## src/rtl/bp_commit_trace_collector_if.sv

```systemverilog
// Trace packet channel between the commit trace collector and the trace sink.
// master: collector side (drives the packet and trace_v_o, samples trace_ready_i)
// slave : sink side (samples the packet, drives trace_ready_i)
interface bp_commit_trace_collector_if #(
  parameter int unsigned vaddr_width_p = 39,
  parameter int unsigned instr_width_p = 32,
  parameter int unsigned dword_width_p = 64
);
  logic                     trace_v_o;
  logic                     trace_ready_i;
  logic [vaddr_width_p-1:0] trace_pc_o;
  logic [instr_width_p-1:0] trace_instr_o;
  logic [30:0]              trace_itag_o;
  logic                     trace_rd_w_v_o;
  logic [4:0]               trace_rd_addr_o;
  logic [dword_width_p-1:0] trace_rd_data_o;

  modport master (
    output trace_v_o, trace_pc_o, trace_instr_o, trace_itag_o,
           trace_rd_w_v_o, trace_rd_addr_o, trace_rd_data_o,
    input  trace_ready_i
  );

  modport slave (
    input  trace_v_o, trace_pc_o, trace_instr_o, trace_itag_o,
           trace_rd_w_v_o, trace_rd_addr_o, trace_rd_data_o,
    output trace_ready_i
  );
endinterface

```

## src/rtl/bp_commit_trace_collector.sv

```systemverilog
// Commit trace collector. Pairs each in-order committed instruction with its
// later in-order rd writeback, tags it with a 31-bit itag, and presents
// complete packets to the trace sink through a small register FIFO so that
// commit never stalls. A commit that finds no room is dropped, counted, and
// latches the collector into OVERFLOW until reset.
//
// Ports:
//   clk_i, reset_n_i           clock, async active-low reset
//   freeze_i                   masks commit_v_i
//   commit_*                   commit stream (pc, instr, rd write valid/addr)
//   wb_v_i, wb_data_i          writeback stream, program order of rd writers
//   trace (master modport)     packet valid/ready channel to the sink
//   overflow_o                 sticky, trace is incomplete
//   drop_cnt_o                 saturating count of dropped commits
module bp_commit_trace_collector #(
  parameter int unsigned vaddr_width_p    = 39,
  parameter int unsigned instr_width_p    = 32,
  parameter int unsigned dword_width_p    = 64,
  parameter int unsigned fifo_els_p       = 4,
  parameter int unsigned drop_cnt_width_p = 16
) (
  input  logic                        clk_i,
  input  logic                        reset_n_i,
  input  logic                        freeze_i,
  input  logic                        commit_v_i,
  input  logic [vaddr_width_p-1:0]    commit_pc_i,
  input  logic [instr_width_p-1:0]    commit_instr_i,
  input  logic                        commit_rd_w_v_i,
  input  logic [4:0]                  commit_rd_addr_i,
  input  logic                        wb_v_i,
  input  logic [dword_width_p-1:0]    wb_data_i,
  bp_commit_trace_collector_if.master trace,
  output logic                        overflow_o,
  output logic [drop_cnt_width_p-1:0] drop_cnt_o
);

  localparam int unsigned ptr_w_lp = $clog2(fifo_els_p);

  typedef logic [ptr_w_lp-1:0]         ptr_t;
  typedef logic [ptr_w_lp:0]           cnt_t;
  typedef logic [drop_cnt_width_p-1:0] drop_t;
  typedef enum logic {e_run, e_overflow} state_e;

  logic [vaddr_width_p-1:0] pc_r    [fifo_els_p];
  logic [instr_width_p-1:0] instr_r [fifo_els_p];
  logic [30:0]              itag_q  [fifo_els_p];
  logic [4:0]               rd_addr_r [fifo_els_p];
  logic [dword_width_p-1:0] data_r  [fifo_els_p];
  logic [fifo_els_p-1:0]    rd_w_v_r;
  logic [fifo_els_p-1:0]    data_v_r;

  ptr_t   rd_ptr_r, wr_ptr_r;
  cnt_t   cnt_r;
  logic [30:0] itag_r;
  state_e state_r;
  logic   overflow_r;
  drop_t  drop_cnt_r;

  logic eff_commit, eff_rd_w;
  logic head_complete, trace_v, deq, room, enq, drop;
  logic pend_found;
  ptr_t pend_idx, scan_idx;
  logic wb_fifo, wb_bypass;

  assign eff_commit    = commit_v_i & ~freeze_i;
  assign eff_rd_w      = commit_rd_w_v_i & (commit_rd_addr_i != 5'd0);
  assign head_complete = ~rd_w_v_r[rd_ptr_r] | data_v_r[rd_ptr_r];
  assign trace_v       = (cnt_r != '0) & head_complete;
  assign deq           = trace_v & trace.trace_ready_i;
  // A dequeue in the same cycle frees the slot the write pointer lands on.
  assign room          = (cnt_r != cnt_t'(fifo_els_p)) | deq;
  assign enq           = eff_commit & (state_r == e_run) & room;
  assign drop          = eff_commit & ~enq;

  // Oldest occupied entry still waiting for its writeback. Writebacks arrive
  // in the order of rd-writing commits, so the first such entry from the head
  // is always the one the next writeback belongs to.
  always_comb begin
    pend_found = 1'b0;
    pend_idx   = '0;
    scan_idx   = '0;
    for (int unsigned i = 0; i < fifo_els_p; i++) begin
      scan_idx = rd_ptr_r + ptr_t'(i);
      if (!pend_found && (i < 32'(cnt_r)) && rd_w_v_r[scan_idx] && !data_v_r[scan_idx]) begin
        pend_found = 1'b1;
        pend_idx   = scan_idx;
      end
    end
  end

  // With nothing pending in the FIFO, a writeback arriving alongside an
  // rd-writing enqueue belongs to that new entry.
  assign wb_fifo   = wb_v_i & pend_found;
  assign wb_bypass = wb_v_i & ~pend_found & enq & eff_rd_w;

  always_ff @(posedge clk_i or negedge reset_n_i) begin
    if (!reset_n_i) begin
      for (int unsigned i = 0; i < fifo_els_p; i++) begin
        pc_r[i]      <= '0;
        instr_r[i]   <= '0;
        itag_q[i]    <= '0;
        rd_addr_r[i] <= '0;
        data_r[i]    <= '0;
      end
      rd_w_v_r <= '0;
      data_v_r <= '0;
      rd_ptr_r <= '0;
      wr_ptr_r <= '0;
      cnt_r    <= '0;
    end else begin
      if (enq) begin
        pc_r[wr_ptr_r]      <= commit_pc_i;
        instr_r[wr_ptr_r]   <= commit_instr_i;
        itag_q[wr_ptr_r]    <= itag_r;
        rd_addr_r[wr_ptr_r] <= commit_rd_addr_i;
        rd_w_v_r[wr_ptr_r]  <= eff_rd_w;
        data_r[wr_ptr_r]    <= wb_bypass ? wb_data_i : '0;
        data_v_r[wr_ptr_r]  <= wb_bypass;
        wr_ptr_r            <= wr_ptr_r + ptr_t'(1);
      end
      if (wb_fifo) begin
        data_r[pend_idx]   <= wb_data_i;
        data_v_r[pend_idx] <= 1'b1;
      end
      if (deq) begin
        rd_ptr_r <= rd_ptr_r + ptr_t'(1);
      end
      cnt_r <= cnt_r + cnt_t'(enq) - cnt_t'(deq);
    end
  end

  always_ff @(posedge clk_i or negedge reset_n_i) begin
    if (!reset_n_i) begin
      state_r    <= e_run;
      overflow_r <= 1'b0;
      drop_cnt_r <= '0;
      itag_r     <= '0;
    end else begin
      // Dropped commits still consume an itag so the sink sees the gap.
      if (eff_commit) begin
        itag_r <= itag_r + 31'd1;
      end
      if (drop && (drop_cnt_r != '1)) begin
        drop_cnt_r <= drop_cnt_r + drop_t'(1);
      end
      case (state_r)
        e_run: begin
          if (drop) begin
            state_r    <= e_overflow;
            overflow_r <= 1'b1;
          end
        end
        e_overflow: begin
          state_r <= e_overflow;
        end
        default: begin
          state_r <= e_run;
        end
      endcase
    end
  end

  assign trace.trace_v_o       = trace_v;
  assign trace.trace_pc_o      = pc_r[rd_ptr_r];
  assign trace.trace_instr_o   = instr_r[rd_ptr_r];
  assign trace.trace_itag_o    = itag_q[rd_ptr_r];
  assign trace.trace_rd_w_v_o  = rd_w_v_r[rd_ptr_r];
  assign trace.trace_rd_addr_o = rd_addr_r[rd_ptr_r];
  assign trace.trace_rd_data_o = data_r[rd_ptr_r];
  assign overflow_o            = overflow_r;
  assign drop_cnt_o            = drop_cnt_r;

endmodule
```

## src/flat_wrapper.sv

```systemverilog
// flat-port wrapper written by rule: the top's interface ports become plain ports
module bp_commit_trace_collector_flat 
#(
  parameter int unsigned vaddr_width_p    = 39,
  parameter int unsigned instr_width_p    = 32,
  parameter int unsigned dword_width_p    = 64,
  parameter int unsigned fifo_els_p       = 4,
  parameter int unsigned drop_cnt_width_p = 16
)
  (clk_i, reset_n_i, freeze_i, commit_v_i, commit_pc_i, commit_instr_i, commit_rd_w_v_i, commit_rd_addr_i, wb_v_i, wb_data_i, overflow_o, drop_cnt_o, trace_trace_v_o, trace_trace_pc_o, trace_trace_instr_o, trace_trace_itag_o, trace_trace_rd_w_v_o, trace_trace_rd_addr_o, trace_trace_rd_data_o, trace_trace_ready_i);
  bp_commit_trace_collector_if #(.vaddr_width_p(vaddr_width_p), .instr_width_p(instr_width_p), .dword_width_p(dword_width_p)) trace_i ();
  input  logic clk_i;
  input  logic reset_n_i;
  input  logic freeze_i;
  input  logic commit_v_i;
  input  logic [vaddr_width_p-1:0] commit_pc_i;
  input  logic [instr_width_p-1:0] commit_instr_i;
  input  logic commit_rd_w_v_i;
  input  logic [4:0] commit_rd_addr_i;
  input  logic wb_v_i;
  input  logic [dword_width_p-1:0] wb_data_i;
  output logic overflow_o;
  output logic [drop_cnt_width_p-1:0] drop_cnt_o;
  output wire logic [$bits(trace_i.trace_v_o)-1:0] trace_trace_v_o;
  output wire logic [$bits(trace_i.trace_pc_o)-1:0] trace_trace_pc_o;
  output wire logic [$bits(trace_i.trace_instr_o)-1:0] trace_trace_instr_o;
  output wire logic [$bits(trace_i.trace_itag_o)-1:0] trace_trace_itag_o;
  output wire logic [$bits(trace_i.trace_rd_w_v_o)-1:0] trace_trace_rd_w_v_o;
  output wire logic [$bits(trace_i.trace_rd_addr_o)-1:0] trace_trace_rd_addr_o;
  output wire logic [$bits(trace_i.trace_rd_data_o)-1:0] trace_trace_rd_data_o;
  input wire logic [$bits(trace_i.trace_ready_i)-1:0] trace_trace_ready_i;
  assign trace_trace_v_o = trace_i.trace_v_o;
  assign trace_trace_pc_o = trace_i.trace_pc_o;
  assign trace_trace_instr_o = trace_i.trace_instr_o;
  assign trace_trace_itag_o = trace_i.trace_itag_o;
  assign trace_trace_rd_w_v_o = trace_i.trace_rd_w_v_o;
  assign trace_trace_rd_addr_o = trace_i.trace_rd_addr_o;
  assign trace_trace_rd_data_o = trace_i.trace_rd_data_o;
  assign trace_i.trace_ready_i = trace_trace_ready_i;
  bp_commit_trace_collector #(.vaddr_width_p(vaddr_width_p), .instr_width_p(instr_width_p), .dword_width_p(dword_width_p), .fifo_els_p(fifo_els_p), .drop_cnt_width_p(drop_cnt_width_p)) u_core (.clk_i(clk_i), .reset_n_i(reset_n_i), .freeze_i(freeze_i), .commit_v_i(commit_v_i), .commit_pc_i(commit_pc_i), .commit_instr_i(commit_instr_i), .commit_rd_w_v_i(commit_rd_w_v_i), .commit_rd_addr_i(commit_rd_addr_i), .wb_v_i(wb_v_i), .wb_data_i(wb_data_i), .trace(trace_i), .overflow_o(overflow_o), .drop_cnt_o(drop_cnt_o));
endmodule
```

## config.mk

```make
export PLATFORM = sky130hd
export DESIGN_NAME = bp_commit_trace_collector_flat
export DESIGN_NICKNAME = d
export VERILOG_FILES = /design/src/rtl/bp_commit_trace_collector_if.sv /design/src/rtl/bp_commit_trace_collector.sv /design/src/flat_wrapper.sv
export SDC_FILE = /design/constraint.sdc
export NUM_CORES = 1
export LEC_CHECK = 0
export BUFFER_PORTS_ARGS = -buffer_cell sky130_fd_sc_hd__buf_4
export CAP_MARGIN = 20
export CORE_ASPECT_RATIO = 1.1
export CORE_MARGIN = 2
export CORE_UTILIZATION = 55
export DETAILED_ROUTE_END_ITERATION = 10
export PLACE_DENSITY = 0.75
export SLEW_MARGIN = 30
export SYNTH_ARGS = -nofsm -noshare
export SYNTH_HDL_FRONTEND = slang
export SYNTH_SLANG_ARGS = --single-unit
```

## constraint.sdc

```tcl
create_clock -name clk_i -period 2.9 [get_ports clk_i]
set_input_delay 0.145 -clock clk_i [delete_from_list [all_inputs] [get_ports clk_i]]
set_output_delay 0.145 -clock clk_i [all_outputs]
set_load 0.01 [all_outputs]
```

* After elaboration in Yosys (flattened, before gate mapping)
Index checks and enable logic that the tools add are counted.
** Word-level totals
- Output and inout port bits :: 190
- Memory bits (writable) :: 0
- Bits in registers :: 748
- Latch bits :: 0
- Bits in read-only memories :: 0
- Memories :: 0
** Cells by class
- Magnitude comparators :: 17
- Equal/unequal tests :: 2
- Muxes and demuxes :: 70
- Reductions and logical operators :: 26
- Multipliers :: 0
- Bitwise gates (word level) :: 22
- Shifts and indexed selects :: 0
- Divide/modulo/power cells :: 0
- $add $sub $neg :: 8
** Operators with widths (count)
- $bwmux W256 :: 2
- $mux W256 :: 2
- $mux W64 :: 5
- $demux W64 S2 :: 2
- $bwmux W156 :: 1
- $bmux W64 S2 :: 1
- $bwmux W128 :: 1
- $bwmux W124 :: 1
- $mux W39 :: 3
- $mux W32 :: 3
- $mux W31 :: 3
- $bmux W39 S2 :: 1
- $demux W39 S2 :: 1
- $bmux W32 S2 :: 1
- $demux W32 S2 :: 1
- $bmux W31 S2 :: 1
- $demux W31 S2 :: 1
- $add A31 B1 Y31 const B :: 1
- $bwmux W20 :: 1
- $lt A2 B3 Y1 const B :: 6
- $add A16 B1 Y16 const B :: 1
- $bmux W1 S2 :: 8
- $logic_and A1 B1 Y1 :: 16
- $ne A16 B16 Y1 const B :: 1
- other kinds (28) :: 81

* Longest topological paths before layout
Gate-level depths: netlist (run 1).
- Depth after elaboration :: 29
- Depth in mapped cells :: 11
- Depth with buffers taken out :: 10

* Worst setup path before layout (run 1)
No wires, ideal clock.
- Path kind :: register to register
- Start :: reg u_core.rd_ptr_r[0]
- End :: reg u_core.itag_q[58] (netlist name)
- Period minus slack after synthesis :: 2658 ps
- Stages on the path, launching flop included :: 11
- Arrival :: 2533 ps
- Path slack :: 242 ps
- Cells stage by stage :: dfrtp_1 > buf_6 > mux4_2 > nand2b_4 > a2111oi_4 > nor3_2 > buf_6 > nand2_1 > buf_2 > buf_2 > mux2_2
** On the way
- Word-level cells in the longest chain between the ends :: 8
** Ends and longest elaborated chain
- from (decl) :: RTL line bp_commit_trace_collector.sv:52 : ptr_t rd_ptr_r, wr_ptr_r;
- from (signal assigned) :: RTL line bp_commit_trace_collector.sv:126 : rd_ptr_r <= rd_ptr_r + ptr_t'(1);
- $bmux W1 S2 :: RTL line bp_commit_trace_collector.sv:67 : assign head_complete = ~rd_w_v_r[rd_ptr_r] | data_v_r[rd_ptr_r];
- $mux W1 (implied by the code) :: RTL line bp_commit_trace_collector.sv:67
- $not A1 Y1 :: RTL line bp_commit_trace_collector.sv:67
- $or A1 B1 Y1 (*) :: RTL line bp_commit_trace_collector.sv:67
- $and A1 B1 Y1 (*) :: RTL line bp_commit_trace_collector.sv:68 : assign trace_v = (cnt_r != '0) & head_complete;
- $and A1 B1 Y1 (*) :: RTL line bp_commit_trace_collector.sv:69 : assign deq = trace_v & trace.trace_ready_i;
- $or A1 B1 Y1 (*) :: RTL line bp_commit_trace_collector.sv:71 : assign room = (cnt_r != cnt_t'(fifo_els_p)) | deq;
- $and A1 B1 Y1 (*) :: RTL line bp_commit_trace_collector.sv:72 : assign enq = eff_commit & (state_r == e_run) & room;
- via u_core.enq :: RTL line bp_commit_trace_collector.sv:60 : logic head_complete, trace_v, deq, room, enq, drop;
- to (signal, indexed assignment) :: RTL line bp_commit_trace_collector.sv:114 : itag_q[wr_ptr_r] <= itag_r;
- to (decl) :: RTL line bp_commit_trace_collector.sv:46 : logic [30:0] itag_q [fifo_els_p];
Mark *: on every way through the listed nets, which the timed path passes. The rest lies on a longest branch. The select of a mux whose other input is x is not followed.
A chain may end at the register's enable or synchronous reset.

* Final worst setup path (run 1)
- Start :: reg u_core.rd_ptr_r[1]
- End :: reg u_core.data_r[220] (netlist name)
** On the way
- Word-level cells in the longest chain between the ends :: 29
** Ends and longest elaborated chain
- $bmux W1 S2 :: RTL line bp_commit_trace_collector.sv:67, bp_commit_trace_collector.sv:84
- $mux W1 (implied by the code) :: RTL line bp_commit_trace_collector.sv:67, bp_commit_trace_collector.sv:84
- $logic_and A1 B1 Y1 or $logic_not A1 Y1 (tied branches) :: RTL line bp_commit_trace_collector.sv:84 : if (!pend_found && (i < 32'(cnt_r)) && rd_w_v_r[scan_idx] && !data_v_r[scan_idx]) begin
- $logic_and A1 B1 Y1 :: RTL line bp_commit_trace_collector.sv:84
- $mux W1 :: RTL line bp_commit_trace_collector.sv:84
- $logic_not A1 Y1 :: RTL line bp_commit_trace_collector.sv:84
- $logic_and A1 B1 Y1 (3 in series) :: RTL line bp_commit_trace_collector.sv:84
- $mux W1 :: RTL line bp_commit_trace_collector.sv:84
- (+9 left out)
- $mux W1 :: RTL line bp_commit_trace_collector.sv:84
- $not A1 Y1 :: RTL line bp_commit_trace_collector.sv:94 : assign wb_bypass = wb_v_i & ~pend_found & enq & eff_rd_w;
- $and A1 B1 Y1 (3 in series) :: RTL line bp_commit_trace_collector.sv:94
- $mux W64 :: RTL line bp_commit_trace_collector.sv:117 : data_r[wr_ptr_r] <= wb_bypass ? wb_data_i : '0;
- $bwmux W256 :: RTL line bp_commit_trace_collector.sv:117
- $mux W256 :: RTL line bp_commit_trace_collector.sv:111 : if (enq) begin
- $bwmux W256 :: RTL line bp_commit_trace_collector.sv:122 : data_r[pend_idx] <= wb_data_i;
- $mux W256 (*) :: RTL line bp_commit_trace_collector.sv:121 : if (wb_fifo) begin
- to (signal, indexed assignment) :: RTL line bp_commit_trace_collector.sv:117
- to (signal, indexed assignment) :: RTL line bp_commit_trace_collector.sv:122
- to (decl) :: RTL line bp_commit_trace_collector.sv:48 : logic [dword_width_p-1:0] data_r [fifo_els_p];
Mark *: on every way between the ends. The rest lies on a longest branch, timed or not. The select of a mux whose other input is x is not followed.

==> insert_results.sql, run 1 <==
INSERT INTO impl_metrics (metric_group, metric, value, unit) VALUES
('cells_and_area', 'final_net_count', '2686', ''),
('logic_synthesis', 'post_synth.cell_area_avg', '16.1', 'um^2'),
('timing', 'final_period_minus_worst_setup_slack', '2.91', 'ns'),
('setup_path', 'worst_ep_required_time', '3.44', 'ns'),
('clock_network', 'worst_path_clk_slew', '0.07', 'ns'),
('timing', 'finalClockSkew', '0.0232', 'ns'),
('floorplan', 'start_util', '0.559', ''),
('timing', 'grt_setup_unrepaired', 'true', ''),
('clock_network', 'tritoncts.num_buffers', '78', ''),
('drt', 'first_iter_violations', '1354', ''),
('setup_path', 'worst-endpoint-arrival', '3.46', 'ns'),
('drt', 'wire_per_inst', '24.9', 'um'),
('timing', 'post_layout_worst_setup_margin', '-0.0111', 'ns'),
('power', 'seq_pwr_share', '0.360', ''),
('global_route', 'first_global_vias', '22400', ''),
('place', 'place_ws', '-0.135', 'ns'),
('drt', 'ant_nets', '0', ''),
('place', 'port_buffers', '336', ''),
('drt', 'finalWirelength', '83.3', 'mm'),
('global_route', 'grt_pass1_wl', '128', 'mm'),
('logic_synthesis', 'synth_seq_cells', '748', ''),
('logic_synthesis', 'synth_flop_cell', 'sky130_fd_sc_hd__dfrtp_1', ''),
('place', 'dp_hpwl', '50.1', 'mm'),
('cells_and_area', 'fillCellCount', '3651', ''),
('setup_path', 'critPathKind', 'flop to flop', ''),
('clock_network', 'clkSinkCount', '748', ''),
('power', 'power_per_cell_area', '1140', 'nW/um^2'),
('logic_synthesis', 'syn_inst', '1995', ''),
('global_route', 'antenna_found_initial', '8', ''),
('setup_path', 'startpoint_type', 'flop', ''),
('power', 'switching_share', '0.323', ''),
('setup_path', 'worst-path-max-fanout', '39', ''),
('floorplan', 'num_io_pins', '337', ''),
('status', 'violations', 'negative setup slack', ''),
('cells_and_area', 'syn2layout_area_growth', '27.7', '%'),
('logic_synthesis', 'synthArstFlopShare', '1.00', ''),
('timing', 'timing.hold.ws', '0.0478', 'ns'),
('status', 'status', 'finished with violations', ''),
('job', 'max_cap_violations', '0', ''),
('power', 'share_clk_of_total_power', '0.223', ''),
('logic_synthesis', 'ys.warnings.count', '0', ''),
('logic_synthesis', 'synth_cell_types', '52', ''),
('logic_synthesis', 'edff_count_synth', '0', ''),
('power', 'cellLeakagePower', '19.4', 'nW'),
('floorplan', 'dieWidth', '235', 'um'),
('timing', 'timing.final.max_slew_violations', '0', ''),
('timing', 'timing.max_slew.rel_slack', '0.471', ''),
('setup_path', 'worstSetupStartpoint', 'u_core.rd_ptr_r[1]', ''),
('timing', 'hold_viol_final', '0', ''),
('power', 'worst_ir_drop_vdd', '0.720', 'mV'),
('drt', 'detail_route.drc_violations', '0', ''),
('clock_network', 'max-clock-path-buffers', '3', ''),
('drt', 'first_pass_iters', '5', ''),
('floorplan', 'core_region_area', '57600', 'um^2'),
('timing', 'setup_viol', '2', ''),
('setup_path', 'cp-end-kind', 'flop', ''),
('power', 'pwr-share-comb', '0.417', ''),
('drt', 'routed_via_density', '6.14', ''),
('logic_synthesis', 'post_synth_instance_area', '32200', 'um^2'),
('timing', 'finalCritPeriodShare', '1.00', ''),
('floorplan', 'dieHeight', '258', 'um'),
('setup_path', 'r2r-start', 'u_core.rd_ptr_r[1]', ''),
('clock_network', 'worst_skew_pair.late_latency', '0.62', 'ns'),
('clock_network', 'cts_tree', 'yes', ''),
('floorplan', 'die_area', '60400', 'um^2'),
('floorplan', 'core.rowCount', '92', ''),
('global_route', 'grtUsageTotal', '0.272', ''),
('global_route', 'grt_remaining_overflow', '0', ''),
('place', 'finalWeightedCongestion', '0.776', ''),
('clock_network', 'clock_h_tree_levels', '3', ''),
('global_route', 'pin_count_of_the_biggest_net_entering_global_routing', '94', ''),
('logic_synthesis', 'syn_nets', '2153', ''),
('cells_and_area', 'post_route_cells_drive_above_1_share', '0.478', ''),
('power', 'switchingPower', '15.1', 'mW'),
('timing', 'max_freq', '344', 'MHz'),
('worst_hold_path', 'timing.hold.worst.class', 'input port to asynchronous set/reset pin', ''),
('timing', 'max_slew.worst_pin.slew', '0.793', 'ns'),
('clock_network', 'cts-root-buf', 'sky130_fd_sc_hd__clkbuf_16', ''),
('logic_synthesis', 'share_of_synthesized_area_occupied_by_flip_flops_and_latches', '0.582', ''),
('drt', 'vias', '20500', ''),
('power', 'p_int', '31.6', 'mW');
## metal layers
layer	up-vias	track usage	wire length, um
met5	-	0	49
met4	8	0.0891	2160
met3	149	0.0738	6450
met2	731	0.444	41300
met1	10900	0.356	33400
li1	8701	-	-
## power by group through the flow
stage	Combinational (mW)	Sequential, mW	Clock [mW]
finish	19.5	16.8	10.4
global route	20.7	17.2	11.0
CTS	18.9	16.7	10.6
detailed placement	18.3	16.8	0
global placement	17.8	16.5	0
floorplan	11.6	16.0	0
## per-stage QoR
| stage | cell area, um^2 | setup TNS (ns) | power [mW] | instances | util |
|---|---|---|---|---|---|
| floorplan | 32200 | 0 | 27.6 | 1995 | - |
| global placement | 36200 | -54.25 | 34.3 | 3025 | 0.629 |
| detailed placement | 36200 | -14.05 | 35.1 | 3025 | 0.629 |
| CTS | 40600 | 0 | 46.2 | 3319 | 0.705 |
| global route | 41100 | -2.62 | 49.0 | 3344 | 0.713 |
| finish | 41100 | -0.0122 | 46.7 | 3344 | 0.713 |
## sequential cells by signal, indices dropped and copies added, names as in the netlist, 2 cells and up
signal	flops
u_core.itag_r	31
u_core.rd_ptr_r	2
u_core.pc_r	156
u_core.rd_addr_r	20
u_core.instr_r	128
u_core.data_v_r	4
u_core.itag_q	124
u_core.rd_w_v_r	4
u_core.cnt_r	3
u_core.data_r	256
u_core.wr_ptr_r	2
u_core.drop_cnt_o	16
## worst max-delay path, stage by stage, from the launching register on
cell and delay, ns:
sky130_fd_sc_hd__dfrtp_4 0.50, sky130_fd_sc_hd__buf_4 0.18, sky130_fd_sc_hd__buf_4 0.29, sky130_fd_sc_hd__o21ai_0 0.15
sky130_fd_sc_hd__o221ai_1 0.19, sky130_fd_sc_hd__a32oi_2 0.35, sky130_fd_sc_hd__o311a_1 0.31, sky130_fd_sc_hd__buf_4 0.13
sky130_fd_sc_hd__a32o_2 0.20, sky130_fd_sc_hd__buf_12 0.24, sky130_fd_sc_hd__a22o_1 0.24
## cell type report
| class | instances | area, um^2 | share of cell area |
|---|---|---|---|
| sequential | 748 | 18700 | 0.456 |
| multi-input combinational | 1076 | 12700 | 0.309 |
| timing repair buffer | 615 | 5980 | 0.146 |
| clock buffer | 103 | 2240 | 0.0545 |
| tap | 752 | 941 | 0.0229 |
| clock inverter | 37 | 438 | 0.0107 |
| inverter | 9 | 33.8 | 0.000823 |
| antenna | 4 | 10.0 | 0.000244 |
## what timing repair did
item / 4_1_cts / 5_1_grt
endpoints found under the hold margin: 836 / 0
pin swaps: 7 / 89
cloned: 2 / 14
hold buffers: 145 / 0
gates resized for setup: 18 / 26
setup endpoints to repair: 247 / 367
setup buffers: 7 / 7
## cell families (layout without fill, tap and decap cells)
group / count (synthesis) / after routing / synth area share
fa+ha+maj: 11 / 11 / 0.00451
simple gates: 109 / 109 / 0.0182
buf+inv: 171 / 764 / 0.0287
other cells: 0 / 4 / 0
compound gates: 305 / 305 / 0.0817
mux: 602 / 602 / 0.271
flops: 748 / 748 / 0.582
xor+xnor: 49 / 49 / 0.0133
## cell usage in the layout (no fill, tap or decap), types with 9 or more instances in the layout
cell                            count
sky130_fd_sc_hd__and3_1            12
sky130_fd_sc_hd__dfrtp_1          746
sky130_fd_sc_hd__clkbuf_8          15
sky130_fd_sc_hd__clkinv_2          15
sky130_fd_sc_hd__buf_4            390
sky130_fd_sc_hd__a22o_1           256
sky130_fd_sc_hd__inv_1              9
sky130_fd_sc_hd__nand2_1           29
sky130_fd_sc_hd__xnor2_1           38
sky130_fd_sc_hd__nand3_1           11
sky130_fd_sc_hd__mux4_2           173
sky130_fd_sc_hd__nand4_1           17
sky130_fd_sc_hd__dlygate4sd3_1    145
sky130_fd_sc_hd__ha_1               9
sky130_fd_sc_hd__xor2_1            11
sky130_fd_sc_hd__mux2_2           429
sky130_fd_sc_hd__nor2_1            11
sky130_fd_sc_hd__clkbuf_16         91
sky130_fd_sc_hd__buf_12            52
## path summary, 6_finish.rpt
path	endpoint	slack, ns	depth (start not counted)
min in group clk_i	u_core.itag_r[0]	0.09	4
max	u_core.data_r[220]	-0.01	10
min reg2reg	u_core.overflow_o	0.47	1
min	u_core.data_r[71]	0.05	2
max reg2reg	u_core.data_r[220]	-0.01	10
max in group asynchronous	u_core.instr_r[102]	1.68	4
## cells in the mapped netlist (2+ instances only)
library cell	count	share of area
sky130_fd_sc_hd__buf_2	57	0.0089
sky130_fd_sc_hd__a21oi_1	6	0.00093
sky130_fd_sc_hd__and3_1	12	0.0023
sky130_fd_sc_hd__nor3_2	2	0.00062
sky130_fd_sc_hd__o22ai_1	4	0.00078
sky130_fd_sc_hd__dfrtp_1	748	0.58
sky130_fd_sc_hd__a21boi_0	3	0.00070
sky130_fd_sc_hd__nand2b_1	9	0.0018
sky130_fd_sc_hd__nor2_1	11	0.0013
sky130_fd_sc_hd__a32o_1	4	0.0012
sky130_fd_sc_hd__a21o_1	6	0.0014
sky130_fd_sc_hd__buf_1	40	0.0047
sky130_fd_sc_hd__nand3_1	11	0.0017
sky130_fd_sc_hd__o21ai_0	9	0.0014
sky130_fd_sc_hd__xor2_1	11	0.0030
sky130_fd_sc_hd__inv_1	9	0.0011
sky130_fd_sc_hd__buf_6	20	0.0070
sky130_fd_sc_hd__o22a_1	2	0.00054
sky130_fd_sc_hd__and4_1	3	0.00082
sky130_fd_sc_hd__buf_4	16	0.0037
sky130_fd_sc_hd__clkbuf_1	29	0.0034
sky130_fd_sc_hd__o32ai_1	2	0.00054
sky130_fd_sc_hd__mux2_2	429	0.15
sky130_fd_sc_hd__nor2b_1	3	0.00058
sky130_fd_sc_hd__nand2_1	33	0.0039
sky130_fd_sc_hd__mux4_2	173	0.12
sky130_fd_sc_hd__nand4_1	17	0.0033
sky130_fd_sc_hd__a22o_1	256	0.070
sky130_fd_sc_hd__ha_1	10	0.0039
sky130_fd_sc_hd__xnor2_1	38	0.010
No activity file was read; power rests on OpenSTA's default activity.
==> inputs of run 2 (changes only) <==
- CTS_BUF_LIST: not set -> sky130_fd_sc_hd__clkbuf_4 sky130_fd_sc_hd__clkbuf_8 sky130_fd_sc_hd__clkbuf_16
==> insert_results.sql, run 2 (synthesis gave the netlist of run 1 again) <==
INSERT INTO impl_metrics (metric_group, metric, value, unit) VALUES
('timing', 'finalClockSkew', '0.0222', 'ns'),
('floorplan', 'num_io_pins', '337', ''),
('place', 'dp_hpwl', '50.1', 'mm'),
('global_route', 'first_global_vias', '22400', ''),
('status', 'status', 'finished clean', ''),
('timing', 'hold_viol_final', '0', ''),
('setup_path', 'r2r-end', 'u_core.data_r[58]', ''),
('timing', 'timing.final.max_slew_violations', '0', ''),
('cells_and_area', 'multi_input_comb_area', '12700', 'um^2'),
('setup_path', 'cp-end-kind', 'flop', ''),
('clock_network', 'clock_h_tree_levels', '3', ''),
('floorplan', 'start_util', '0.559', ''),
('clock_network', 'cts_tree', 'yes', ''),
('drt', 'routed_via_density', '6.11', ''),
('drt', 'detail_route.drc_violations', '0', ''),
('drt', 'first_pass_iters', '5', ''),
('clock_network', 'clkSinkCount', '748', ''),
('cells_and_area', 'top_register', 'u_core.data_r', ''),
('global_route', 'grt_pass1_wl', '128', 'mm'),
('cells_and_area', 'final_common_cell', 'sky130_fd_sc_hd__dfrtp_1', ''),
('global_route', 'pin_count_of_the_biggest_net_entering_global_routing', '94', ''),
('cells_and_area', 'syn2layout_area_growth', '27.7', '%'),
('setup_path', 'worst-path-max-fanout', '4', ''),
('setup_path', 'startpoint_type', 'flop', ''),
('power', 'total_power', '46.8', 'mW'),
('drt', 'first_iter_violations', '1318', ''),
('timing', 'finalCritPeriodShare', '0.993', ''),
('timing', 'timing.hold.ws', '0.0534', 'ns'),
('cells_and_area', 'sequential_cell_area', '18700', 'um^2'),
('timing', 'grt_setup_unrepaired', 'true', ''),
('cells_and_area', 'largest_register_ffs', '256', ''),
('setup_path', 'r2r-start', 'u_core.rd_ptr_r[0]', ''),
('timing', 'timing.max_slew.rel_slack', '0.475', ''),
('place', 'port_buffers', '336', ''),
('setup_path', 'worst-endpoint-arrival', '3.43', 'ns'),
('cells_and_area', 'top_library_cells_by_usage_in_the_layout_fill_and_taps_aside', 'sky130_fd_sc_hd__dfrtp_1, sky130_fd_sc_hd__mux2_2, sky130_fd_sc_hd__buf_4', ''),
('cells_and_area', 'fillCellCount', '3653', ''),
('power', 'power_per_cell_area', '1140', 'nW/um^2'),
('floorplan', 'core_region_area', '57600', 'um^2'),
('power', 'cellLeakagePower', '19.4', 'nW'),
('floorplan', 'dieHeight', '258', 'um'),
('cells_and_area', 'reg.largest.list', 'u_core.data_r: 256 flops, u_core.pc_r: 156 flops, u_core.instr_r: 128 flops', ''),
('setup_path', 'reg2reg_depth', '11', ''),
('global_route', 'grt_remaining_overflow', '0', ''),
('clock_network', 'cts-root-buf', 'sky130_fd_sc_hd__clkbuf_16', ''),
('floorplan', 'dieWidth', '235', 'um'),
('setup_path', 'reg2reg_setup_slack', '0.02', 'ns'),
('cells_and_area', 'post_route_cells_drive_above_1_share', '0.481', ''),
('drt', 'wire_per_inst', '24.8', 'um'),
('power', 'worst_ir_drop_vdd', '0.755', 'mV'),
('timing', 'setup_viol', '0', ''),
('setup_path', 'worst_ep_required_time', '3.45', 'ns'),
('clock_network', 'worst_skew_pair.late_latency', '0.62', 'ns'),
('timing', 'max_freq', '347', 'MHz'),
('cells_and_area', 'final_net_count', '2686', ''),
('setup_path', 'critPathKind', 'flop to flop', ''),
('global_route', 'grtUsageTotal', '0.273', ''),
('drt', 'finalWirelength', '83.0', 'mm'),
('floorplan', 'core.rowCount', '92', ''),
('clock_network', 'max-clock-path-buffers', '3', ''),
('global_route', 'antenna_found_initial', '7', ''),
('drt', 'vias', '20400', ''),
('job', 'max_cap_violations', '0', ''),
('worst_hold_path', 'timing.hold.worst.class', 'input port to asynchronous set/reset pin', ''),
('place', 'finalWeightedCongestion', '0.776', ''),
('timing', 'max_slew.worst_pin.slew', '0.788', 'ns'),
('timing', 'final_period_minus_worst_setup_slack', '2.88', 'ns'),
('floorplan', 'die_area', '60400', 'um^2'),
('clock_network', 'worst_path_clk_slew', '0.07', 'ns'),
('clock_network', 'tritoncts.num_buffers', '78', ''),
('drt', 'ant_nets', '0', '');
## run 2: cell type report
class                   count  share of cell area
clock buffers             103              0.0552
repair buffers            615               0.145
clock inverters            37              0.0107
inverters                   9            0.000823
diodes                      4            0.000244
well taps                 752              0.0229
flip-flops and latches    748               0.456
multi-input cells        1076               0.309
## run 2: worst max path at each step
stage,cells after the start,from,endpoint
finish,11,u_core.rd_ptr_r[0],u_core.data_r[58]
detailed placement,11,u_core.rd_ptr_r[0],u_core.data_r[184]
global placement,9,u_core.rd_ptr_r[0],u_core.cnt_r[2]
floorplan,10,u_core.rd_ptr_r[0],u_core.itag_q[58]
global route,10,u_core.rd_ptr_r[1],u_core.data_r[220]
CTS,10,u_core.rd_ptr_r[0],u_core.data_r[189]
## run 2: through the flow
stage / util / setup WS, ns / std cells / setup TNS (ns) / instance area, um^2
4_1_cts: 0.706 / 0.00448 / 3319 / 0 / 40600
3_5_place_dp: 0.629 / -0.135 / 3025 / -14.05 / 36200
2_1_floorplan: - / 0.242 / 1995 / 0 / 32200
3_3_place_gp: 0.629 / -0.315 / 3025 / -54.25 / 36200
6_report: 0.714 / 0.0203 / 3344 / 0 / 41100
5_1_grt: 0.714 / -0.0559 / 3343 / -2.87 / 41100
## run 2: timing repair
item / in CTS / in global routing
hold buffers: 145 / 0
gates cloned: 2 / 13
pin swaps: 7 / 86
setup buffers: 7 / 8
endpoints found under the hold margin: 837 / 0
resized for setup: 18 / 26
endpoints found under the setup margin: 247 / 367
## run 2: worst max-delay path: stages, from the launching register on
cell,delay (ns)
sky130_fd_sc_hd__dfrtp_4,0.45
sky130_fd_sc_hd__mux4_2,0.55
sky130_fd_sc_hd__nand2b_4,0.11
sky130_fd_sc_hd__buf_6,0.11
sky130_fd_sc_hd__a21oi_4,0.03
sky130_fd_sc_hd__or3b_4,0.40
sky130_fd_sc_hd__nor3_4,0.23
sky130_fd_sc_hd__buf_4,0.14
sky130_fd_sc_hd__a32o_2,0.29
sky130_fd_sc_hd__clkbuf_16,0.21
sky130_fd_sc_hd__clkbuf_16,0.14
sky130_fd_sc_hd__a22o_1,0.13
## run 2: report_power, final
part | internal (mW) | switching, mW | leakage [nW]
clock network | 6.24 | 4.23 | 1.34
logic | 10.9 | 8.54 | 8.45
registers | 14.5 | 2.30 | 9.61
total | 31.7 | 15.1 | 19.4
## run 2: per-layer routing
layer,routed length [um],track usage,part of all wire,vias to the layer above
li1,-,-,-,8690
met1,33100,0.358,0.40,10900
met2,41400,0.445,0.50,739
met3,6380,0.0720,0.077,134
met4,2070,0.0870,0.025,8
met5,49,0,0.00059,-
==> inputs of run 3 (changes only) <==
- ABC_AREA: not set -> 1
- CORE_UTILIZATION: 55 -> 45
- CTS_CLUSTER_SIZE: not set -> 12
- PLACE_DENSITY: 0.75 -> not set
==> insert_results.sql, run 3 <==
INSERT INTO impl_metrics (metric_group, metric, value, unit) VALUES
('logic_synthesis', 'post_synth.cell_area_avg', '8.21', 'um^2'),
('timing', 'timing.max_slew.rel_slack', '0.404', ''),
('logic_synthesis', 'syn_nets', '4526', ''),
('timing', 'hold_viol_final', '0', ''),
('drt', 'ant_nets', '0', ''),
('drt', 'first_pass_iters', '6', ''),
('place', 'dp.cells', '5518', ''),
('cells_and_area', 'post_route_cells_drive_above_1_share', '0.132', ''),
('logic_synthesis', 'synthArstFlopShare', '1.00', ''),
('logic_synthesis', 'ys.warnings.count', '0', ''),
('global_route', 'first_global_vias', '30800', ''),
('status', 'status', 'finished clean', ''),
('setup_path', 'slowest_delay', '0.56', 'ns'),
('power', 'power_per_cell_area', '1070', 'nW/um^2'),
('clock_network', 'clkSinkCount', '748', ''),
('logic_synthesis', 'synth_common_cells', 'sky130_fd_sc_hd__nand2_1, sky130_fd_sc_hd__dfrtp_1, sky130_fd_sc_hd__nand3_1, sky130_fd_sc_hd__o21ai_0, sky130_fd_sc_hd__inv_1', ''),
('place', 'placed_area', '39600', 'um^2'),
('timing', 'finalCritPeriodShare', '0.971', ''),
('logic_synthesis', 'netlist.area_leader.share', '0.522', ''),
('clock_network', 'cts-root-buf', 'sky130_fd_sc_hd__clkbuf_16', ''),
('setup_path', 'startpoint_type', 'flop', ''),
('global_route', 'grt_remaining_overflow', '0', ''),
('clock_network', 'max-clock-path-buffers', '3', ''),
('floorplan', 'core.rowCount', '108', ''),
('logic_synthesis', 'synth_cell_types', '35', ''),
('timing', 'finalClockSkew', '0.0196', 'ns'),
('cells_and_area', 'postLayoutCellArea', '43800', 'um^2'),
('cells_and_area', 'top_library_cells_by_usage_in_the_layout_fill_and_taps_aside', 'sky130_fd_sc_hd__nand2_1, sky130_fd_sc_hd__dfrtp_1, sky130_fd_sc_hd__nand3_1', ''),
('job', 'max_cap_violations', '0', ''),
('cells_and_area', 'post-route-util', '0.556', ''),
('drt', 'vias', '32000', ''),
('drt', 'first_iter_violations', '2936', ''),
('setup_path', 'worst-path-max-fanout', '51', ''),
('place', 'port_buffers', '336', ''),
('worst_hold_path', 'timing.hold.worst.class', 'input port to asynchronous set/reset pin', ''),
('power', 'worst_ir_drop_vdd', '1.10', 'mV'),
('floorplan', 'dieWidth', '273', 'um'),
('logic_synthesis', 'synth.largest_area_cell', 'sky130_fd_sc_hd__dfrtp_1', ''),
('place', 'finalWeightedCongestion', '0.807', ''),
('cells_and_area', 'final_net_count', '4863', ''),
('logic_synthesis', 'edff_count_synth', '0', ''),
('drt', 'finalWirelength', '113', 'mm'),
('setup_path', 'critical_path.cell_chain', 'inv_2, nand2_1, bufinv_16, buf_12, a22oi_1, o211ai_1, buf_4', ''),
('floorplan', 'core_region_area', '78900', 'um^2'),
('logic_synthesis', 'syn_inst', '4368', ''),
('setup_path', 'critPathKind', 'flop to primary output', ''),
('clock_network', 'worst_path_clk_slew', '0.06', 'ns'),
('power', 'cellLeakagePower', '21.5', 'nW'),
('drt', 'detail_route_met3_wl', '6.29', 'mm'),
('timing', 'timing.hold.ws', '0.0953', 'ns'),
('global_route', 'pin_count_of_the_biggest_net_entering_global_routing', '91', ''),
('global_route', 'grt_pass1_wl', '179', 'mm'),
('clock_network', 'cts_tree', 'yes', ''),
('logic_synthesis', 'synth_seq_cells', '748', ''),
('floorplan', 'start_util', '0.454', ''),
('cells_and_area', 'reg.largest.list', 'u_core.data_r: 256 flops, u_core.pc_r: 156 flops, u_core.instr_r: 128 flops', ''),
('setup_path', 'cp-end-kind', 'primary output', ''),
('global_route', 'antenna_found_initial', '3', ''),
('place', 'dp_hpwl', '66.7', 'mm'),
('drt', 'top_layer', 'met5', ''),
('cells_and_area', 'syn2layout_area_growth', '22.3', '%'),
('cells_and_area', 'top_register', 'u_core.data_r', ''),
('cells_and_area', 'largest_register_ffs', '256', ''),
('timing', 'max_freq', '355', 'MHz'),
('timing', 'max_slew.worst_pin.slew', '0.894', 'ns'),
('setup_path', 'worst_ep_required_time', '2.76', 'ns'),
('logic_synthesis', 'post_synth_instance_area', '35800', 'um^2'),
('timing', 'grt_setup_unrepaired', 'true', ''),
('drt', 'wire_per_inst', '19.4', 'um'),
('logic_synthesis', 'synth_most_common_cell', 'sky130_fd_sc_hd__nand2_1', ''),
('floorplan', 'die_area', '81900', 'um^2'),
('logic_synthesis', 'yosys-top-cells-area', 'sky130_fd_sc_hd__dfrtp_1, sky130_fd_sc_hd__nand2_1, sky130_fd_sc_hd__nand3_1', ''),
('setup_path', 'critical_path.slowest_cell', 'sky130_fd_sc_hd__dfrtp_4', ''),
('power', 'total_power', '46.8', 'mW'),
('logic_synthesis', 'share_of_synthesized_area_occupied_by_flip_flops_and_latches', '0.522', ''),
('cells_and_area', 'final_common_cell', 'sky130_fd_sc_hd__nand2_1', ''),
('clock_network', 'clock_h_tree_levels', '3', ''),
('drt', 'm1_wire_length', '50.5', 'mm'),
('timing', 'timing.final.max_slew_violations', '0', ''),
('logic_synthesis', 'synth_flop_cell', 'sky130_fd_sc_hd__dfrtp_1', ''),
('drt', 'detail_route.drc_violations', '0', ''),
('timing', 'setup_viol', '0', ''),
('drt', 'routed_via_density', '5.51', ''),
('clock_network', 'postCtsSetupBuffers', '0', ''),
('cells_and_area', 'post_layout_cell_count', '5809', ''),
('clock_network', 'tritoncts.num_buffers', '83', ''),
('global_route', 'grtUsageTotal', '0.273', ''),
('clock_network', 'worst_skew_pair.late_latency', '0.64', 'ns'),
('drt', 'met2RoutedLength', '53.5', 'mm'),
('timing', 'final_period_minus_worst_setup_slack', '2.82', 'ns'),
('floorplan', 'num_io_pins', '337', ''),
('setup_path', 'worst-endpoint-arrival', '2.67', 'ns'),
('floorplan', 'dieHeight', '300', 'um');
run 3: final cells by class:
cell class / count / area (um^2)
Multi-Input combinational cell: 2949 / 14400
Inverter: 336 / 1320
Fill cell: 7329 / 35100
Timing Repair Buffer: 587 / 5440
Clock inverter: 21 / 179
Tap cell: 1045 / 1310
Clock buffer: 121 / 2490
Sequential cell: 748 / 18700
Antenna cell: 2 / 5.00
run 3: kinds of logic after synthesis:
| group | after synthesis | share of synthesized area |
|---|---|---|
| flip-flops | 748 | 0.522 |
| XOR/XNOR | 44 | 0.0108 |
| buffers and inverters | 671 | 0.0783 |
| AND/OR/NAND/NOR | 2036 | 0.240 |
| adder cells (fa/ha/maj) | 11 | 0.00405 |
| AO/OA/AOI/OAI | 858 | 0.144 |
run 3: metal layers:
metal | vias to the layer above | global-route usage
li1 | 15200 | -
met3 | 150 | 0.0382
met5 | - | 0
met1 | 15600 | 0.381
met2 | 1022 | 0.444
met4 | 2 | 0.0774
run 3: worst max-delay path: cells and delay by family (launching register included):
family	cells	cell delay, ns
AOI/OAI and AO/OA	2	0.35
buffers and inverters	4	1.02
DFF	1	0.56
and+or+nand+nor	1	0.10
run 3: path summary, 6_finish.rpt:
kind | start | to | slack (ns) | cells past startpoint
setup / recovery | u_core.rd_ptr_r[1] | trace_trace_rd_addr_o[3] | 0.08 | 7
hold / removal | reset_n_i | u_core.instr_r[43] | 0.1 | 2
setup reg to reg | u_core.rd_ptr_r[0] | u_core.instr_r[5] | 0.26 | 13
hold reg to reg | u_core.overflow_o | u_core.overflow_o | 0.48 | 2
max in group asynchronous | reset_n_i | u_core.data_r[120] | 1.76 | 3
min in group clk_i | commit_v_i | u_core.itag_r[1] | 0.10 | 6
run 3: through the flow:
stage          setup TNS (ns)  worst slack [ns]
4_1_cts                     0           0.00121
3_3_place_gp                0             0.139
5_1_grt              -0.00538          -0.00421
6_report                    0            0.0836
2_1_floorplan               0             0.679
3_5_place_dp                0             0.107
run 3: report_power, final:
part	internal, mW	switching (mW)	total, mW
combinational	7.43	13.6	21.0
clock	6.04	4.38	10.4
sequential	13.7	1.63	15.4
total	27.2	19.6	46.8
run 3: repair_timing:
action | CTS | global route
gates cloned | 2 | 0
pin swaps | 1 | 0
resized for setup | 10 | 7
endpoints found under the setup margin | 90 | 71
hold endpoints to repair | 620 | 0
hold buffers | 145 | 0
